<file path="config.mk">
export PLATFORM = sky130hd
export DESIGN_NAME = vga_timing_gen
export DESIGN_NICKNAME = d
export VERILOG_FILES = /design/src/rtl/vga_timing_pkg.sv /design/src/rtl/wrap_counter.sv /design/src/rtl/vga_timing_gen.sv
export SDC_FILE = /design/constraint.sdc
export NUM_CORES = 1
export LEC_CHECK = 0
export ABC_CLOCK_PERIOD_IN_PS = 4350
export BUFFER_PORTS_ARGS = -buffer_cell sky130_fd_sc_hd__buf_2
export CAP_MARGIN = 20
export CORE_MARGIN = 4
export CORE_UTILIZATION = 53
export CTS_CLUSTER_DIAMETER = 200
export DETAILED_ROUTE_END_ITERATION = 8
export GPL_TIMING_DRIVEN = 0
export PLACE_DENSITY_LB_ADDON = 0.2
export SLEW_MARGIN = 40
export SYNTH_ARGS = -nofsm -noshare
export SYNTH_HDL_FRONTEND = slang
export SYNTH_HIERARCHICAL = 1
export SYNTH_SLANG_ARGS = --single-unit
</file>
<file path="constraint.sdc">
create_clock -name system_clock_in -period 4.35 [get_ports system_clock_in]
set_input_delay 1.305 -clock system_clock_in [delete_from_list [all_inputs] [get_ports system_clock_in]]
set_output_delay 1.305 -clock system_clock_in [all_outputs]
set_load 0.01 [all_outputs]
</file>
<file path="src/rtl/vga_timing_pkg.sv">
// Shared raster types, XGA 1024x768@60 timing defaults and total-size helpers
// for vga_timing_gen.
package vga_timing_pkg;

    typedef logic [10:0] hcount_t;
    typedef logic [9:0]  vcount_t;

    localparam int unsigned XGA_H_ACTIVE = 1024;
    localparam int unsigned XGA_H_FP     = 24;
    localparam int unsigned XGA_H_SYNC   = 136;
    localparam int unsigned XGA_H_BP     = 160;
    localparam int unsigned XGA_V_ACTIVE = 768;
    localparam int unsigned XGA_V_FP     = 3;
    localparam int unsigned XGA_V_SYNC   = 6;
    localparam int unsigned XGA_V_BP     = 29;

    // XGA syncs are negative polarity
    localparam logic SYNC_ACT_DEFAULT = 1'b0;

    function automatic int unsigned h_total(input int unsigned act, input int unsigned fp,
                                            input int unsigned sync, input int unsigned bp);
        return act + fp + sync + bp;
    endfunction

    function automatic int unsigned v_total(input int unsigned act, input int unsigned fp,
                                            input int unsigned sync, input int unsigned bp);
        return act + fp + sync + bp;
    endfunction

endpackage

</file>
<file path="src/rtl/wrap_counter.sv">
// Enabled modulo-(MAX+1) counter; exposes the registered count, the value it
// will take on the next edge, and a wrap pulse for cascading.
module wrap_counter #(
    parameter int unsigned W   = 8,
    parameter int unsigned MAX = 255
) (
    input  logic         clk_i,
    input  logic         rst_i,
    input  logic         en_i,
    output logic [W-1:0] count_o,
    output logic [W-1:0] next_o,
    output logic         wrap_o
);

    localparam logic [W-1:0] MAX_C = MAX[W-1:0];

    logic [W-1:0] count_q, count_d;

    always_comb begin
        wrap_o  = en_i && (count_q == MAX_C);
        count_d = count_q;
        if (wrap_o)
            count_d = '0;
        else if (en_i)
            count_d = count_q + W'(1);
    end

    always_ff @(posedge clk_i) begin
        if (rst_i)
            count_q <= '0;
        else
            count_q <= count_d;
    end

    assign count_o = count_q;
    assign next_o  = count_d;

endmodule

</file>
<file path="src/rtl/vga_timing_gen.sv">
// Raster timing source: h/v counters plus registered sync/blank/frame_start decode.
// Optional frame_count output when VGA_TIMING_FRAME_COUNT_EN is defined.
module vga_timing_gen
    import vga_timing_pkg::*;
#(
    parameter int unsigned H_ACTIVE = XGA_H_ACTIVE,
    parameter int unsigned H_FP     = XGA_H_FP,
    parameter int unsigned H_SYNC   = XGA_H_SYNC,
    parameter int unsigned H_BP     = XGA_H_BP,
    parameter int unsigned V_ACTIVE = XGA_V_ACTIVE,
    parameter int unsigned V_FP     = XGA_V_FP,
    parameter int unsigned V_SYNC   = XGA_V_SYNC,
    parameter int unsigned V_BP     = XGA_V_BP,
    parameter logic        SYNC_ACT = SYNC_ACT_DEFAULT
) (
    input  logic        system_clock_in,
    input  logic        reset_in,
    input  logic        pix_en,
    output logic [10:0] hcount,
    output logic [9:0]  vcount,
    output logic        hsync,
    output logic        vsync,
    output logic        blank,
    output logic        frame_start
`ifdef VGA_TIMING_FRAME_COUNT_EN
    ,
    output logic [15:0] frame_count
`endif
);

    localparam int unsigned H_TOTAL = h_total(H_ACTIVE, H_FP, H_SYNC, H_BP);
    localparam int unsigned V_TOTAL = v_total(V_ACTIVE, V_FP, V_SYNC, V_BP);

    localparam hcount_t H_ACT_C  = hcount_t'(H_ACTIVE);
    localparam hcount_t HS_START = hcount_t'(H_ACTIVE + H_FP);
    localparam hcount_t HS_END   = hcount_t'(H_ACTIVE + H_FP + H_SYNC);
    localparam vcount_t V_ACT_C  = vcount_t'(V_ACTIVE);
    localparam vcount_t VS_START = vcount_t'(V_ACTIVE + V_FP);
    localparam vcount_t VS_END   = vcount_t'(V_ACTIVE + V_FP + V_SYNC);

    generate
        if (H_TOTAL > 2048) begin : g_h_chk
            $error("vga_timing_gen: H_TOTAL exceeds 11-bit hcount range");
        end
        if (V_TOTAL > 1024) begin : g_v_chk
            $error("vga_timing_gen: V_TOTAL exceeds 10-bit vcount range");
        end
    endgenerate

    hcount_t h_q, h_d;
    vcount_t v_q, v_d;
    logic    h_wrap, v_wrap;

    wrap_counter #(.W(11), .MAX(H_TOTAL - 1)) u_hcnt (
        .clk_i   (system_clock_in),
        .rst_i   (reset_in),
        .en_i    (pix_en),
        .count_o (h_q),
        .next_o  (h_d),
        .wrap_o  (h_wrap)
    );

    wrap_counter #(.W(10), .MAX(V_TOTAL - 1)) u_vcnt (
        .clk_i   (system_clock_in),
        .rst_i   (reset_in),
        .en_i    (pix_en & h_wrap),
        .count_o (v_q),
        .next_o  (v_d),
        .wrap_o  (v_wrap)
    );

    logic hsync_q, hsync_d;
    logic vsync_q, vsync_d;
    logic blank_q, blank_d;
    logic fs_q, fs_d;

    // Decode the next counter values so the registered flags line up with the
    // counters they describe.
    always_comb begin
        hsync_d = ((h_d >= HS_START) && (h_d < HS_END)) ? SYNC_ACT : ~SYNC_ACT;
        vsync_d = ((v_d >= VS_START) && (v_d < VS_END)) ? SYNC_ACT : ~SYNC_ACT;
        blank_d = (h_d >= H_ACT_C) || (v_d >= V_ACT_C);
        fs_d    = v_wrap;
    end

    always_ff @(posedge system_clock_in) begin
        if (reset_in) begin
            hsync_q <= ~SYNC_ACT;
            vsync_q <= ~SYNC_ACT;
            blank_q <= 1'b0;
            fs_q    <= 1'b0;
        end else begin
            hsync_q <= hsync_d;
            vsync_q <= vsync_d;
            blank_q <= blank_d;
            fs_q    <= fs_d;
        end
    end

    assign hcount      = h_q;
    assign vcount      = v_q;
    assign hsync       = hsync_q;
    assign vsync       = vsync_q;
    assign blank       = blank_q;
    assign frame_start = fs_q;

`ifdef VGA_TIMING_FRAME_COUNT_EN
    logic [15:0] fc_q, fc_d;

    always_comb fc_d = v_wrap ? fc_q + 16'd1 : fc_q;

    always_ff @(posedge system_clock_in) begin
        if (reset_in)
            fc_q <= '0;
        else
            fc_q <= fc_d;
    end

    assign frame_count = fc_q;
`endif

endmodule

</file>
==> results by group <==
Timing
  • Setup TNS: 0 ps
  • Final Setup Violations: 0
  • Relative slew slack: 68.52%
  • Final min period: approximately 4000 ps
  • Fin Clk Skew: 5.188 ps
  • Hold slack: 578.8 ps
  • Max frequency: 245.6 MHz
  • Fin crit share: 93.61%
  • RSZ-0062 raised after global routing: no
  • Final Hold Vio Count: 0
  • Worst slew pin tran: roughly 470 ps
  • Slew Viols, Final: 0

Clock tree
  • Clock sinks: 25
  • Post-CTS sizing: 0
  • Root Driver: clkbuf_4
  • Clk buf depth: 2
  • Post-CTS setup buffer count: 0
  • TritonCTS clock tree: yes
  • CTS H-tree lvls: 1
  • Clk pin slew, worst setup/hold paths: 130 ps
  • TritonCTS buffer count: 3
  • Hold_buf cts: 0
  • Skew-Pair Late Insertion Delay: 320 ps

Power and ir drop
  • Leakage: 0.6446 nW
  • Switch share: 23.00%
  • Comb power frac: 4.1%
  • Reg power frac: 66.1%
  • Clock power share: around 30%
  • Power Dens Cells: 231.3 mW/mm²
  • Sw power: 81.46 µW
  • Max rail drop VDD: ~190 µV
  • Pint: 272.8 µW

GRT
  • First-pass GRT wire length: 5.119 mm
  • Largest net degree at the start of global routing: 14
  • Grt total ovfl: 0
  • Initial antenna violation count: 0
  • Gr usage total: 18.87%
  • Vias in the first global route: 1,142

Place
  • GP Congestion: between 0.8 and 0.9
  • Dpl cells: 202
  • IO Port Bufs: 27
  • HPWL Detailed: 2.205 mm

Cells and area
  • Post-layout util: approximately 67%
  • Area Overhead vs Synth: 14.71%
  • Nets@finish: 185
  • N_diodes: 0
  • FILL cells: 206
  • Fin cells: 206
  • Share of cells above drive strength 1: roughly 27%

Logic synthesis
  • Synth Net Count: 153
  • Post-synthesis cell area: 0.001335 mm²
  • Synth Instances: 147
  • Ys Warns: 6
  • Syn Area/Cell: approximately 9 µm²

Routing
  • Routed wire length: 2.963 mm
  • Residual DRC: 0
  • DR pass1 iterations: 4
  • DRT antenna net count: 0
  • Via density: 5.947
  • DRT iter0 DRCs: 29
  • Via count: 1,225
  • WL/cell: approximately 14 µm

Worst hold path
  • Hold depth: 2
  • Hold Path Class: flip-flop to flip-flop

Setup path
  • Slowest cell on the critical path: or4b_1
  • CP max stage delay: 510 ps
  • Worst setup EP type: flip-flop
  • Kind of critical path: input pin to flip-flop
  • Critical path, cell by cell: buf_2 > and4_1 > and3_4 > and4b_4 > buf_6 > and2_1 > buf_6 > nand4_1 > nor4bb_1 > clkbuf_2 > buf_2 > nor2_1 > or4b_1 > o21ai_1 > nand3_1
  • Crit path max fanout: 10
  • Data required time of the worst path: between 4000 and 5000 ps
  • Critical Path Source Type: input pin
  • Worst-case reg-to-reg path depth: 14
  • Arrival time at the worst endpoint: about 4300 ps

Floorplan
  • Core area: between 0.002 and 0.0025 mm²
  • Floorplan row count: 17
  • Chip height: approximately 58 µm
  • Die area: 0.003386 mm²
  • Initial Util: 58.12%
  • Top-Level Pins: 28
  • Die X: 58.19 µm

Job
  • Max_cap viols: 0

Status
  • Run status: finished, final reports clean
[through the flow]
step	area (µm²)	total power, mW	worst slack [ps]
3_3_place_gp	1505	0.2533	24.99
6_report	1531	0.3542	277.9
5_1_grt	1531	0.3709	59.43
4_1_cts	1531	0.3573	302.1
2_1_floorplan	1335	0.2471	456.2
3_5_place_dp	1505	0.2535	-29.69
[metal layers]
layer / vias to the layer above / global-route usage, % / share of wire (%)
met3: 4 / 2.895 / 7.0
met2: 43 / 28.39 / 46
met5: - / 0 / 0
met4: 0 / 5.960 / 1.3
li1: 608 / - / -
met1: 570 / 27.52 / 46
[worst max-delay path: cells and delay by family]
kind | cells | cell delay, ps
buffers and inverters | 5 | 920
AO/OA/AOI/OAI | 1 | 120
AND/OR/NAND/NOR | 9 | 1940
[power groups by stage]
| stage | clock, mW | sequential (mW) | combinational [mW] |
|---|---|---|---|
| final | 0.106 | 0.234 | 0.0145 |
| after global routing | 0.120 | 0.235 | 0.0160 |
| after CTS | 0.109 | 0.234 | 0.0144 |
| after detailed placement | 0 | 0.239 | 0.0144 |
| after global placement | 0 | 0.239 | 0.0143 |
| after floorplan | 0 | 0.239 | 0.00763 |
[cells in the final DEF (no fill, tap or decap), types with 5 or more instances in the layout]
cell      n
nand4_1   7
nand2_1  12
nand3_1   5
a21oi_1   9
o21ai_0   6
nor3_1   12
xnor2_1   7
nor2_1    9
buf_2    29
dfxtp_1  25
[state kept, by name, summed over array words and instances, names as in the netlist]
name,flops
blank,1
vsync,1
u_hcnt/count_o,11
hsync,1
u_vcnt/count_o,10
frame_start,1
[cell type report]
class                   instances  area [µm²]  share of cell area [%]
inverters                       1       3.754                  0.2451
flip-flops and latches         25       500.5                   32.68
well taps                      28       35.03                   2.288
multi-input cells             114       782.0                   51.06
plain buffers                   7       48.80                   3.186
clock buffers                   4       26.28                   1.716
repair buffers                 27       135.1                   8.824
[final timing paths]
check                                       start                 to  slack (ps)
worst min register to register  u_vcnt/count_o[9]  u_vcnt/count_o[9]         580
worst max register to register  u_hcnt/count_o[0]              vsync         910
worst max-delay path                       pix_en              vsync         280
worst min-delay path            u_vcnt/count_o[9]  u_vcnt/count_o[9]         580
No activity file was read; power rests on OpenSTA's default activity.
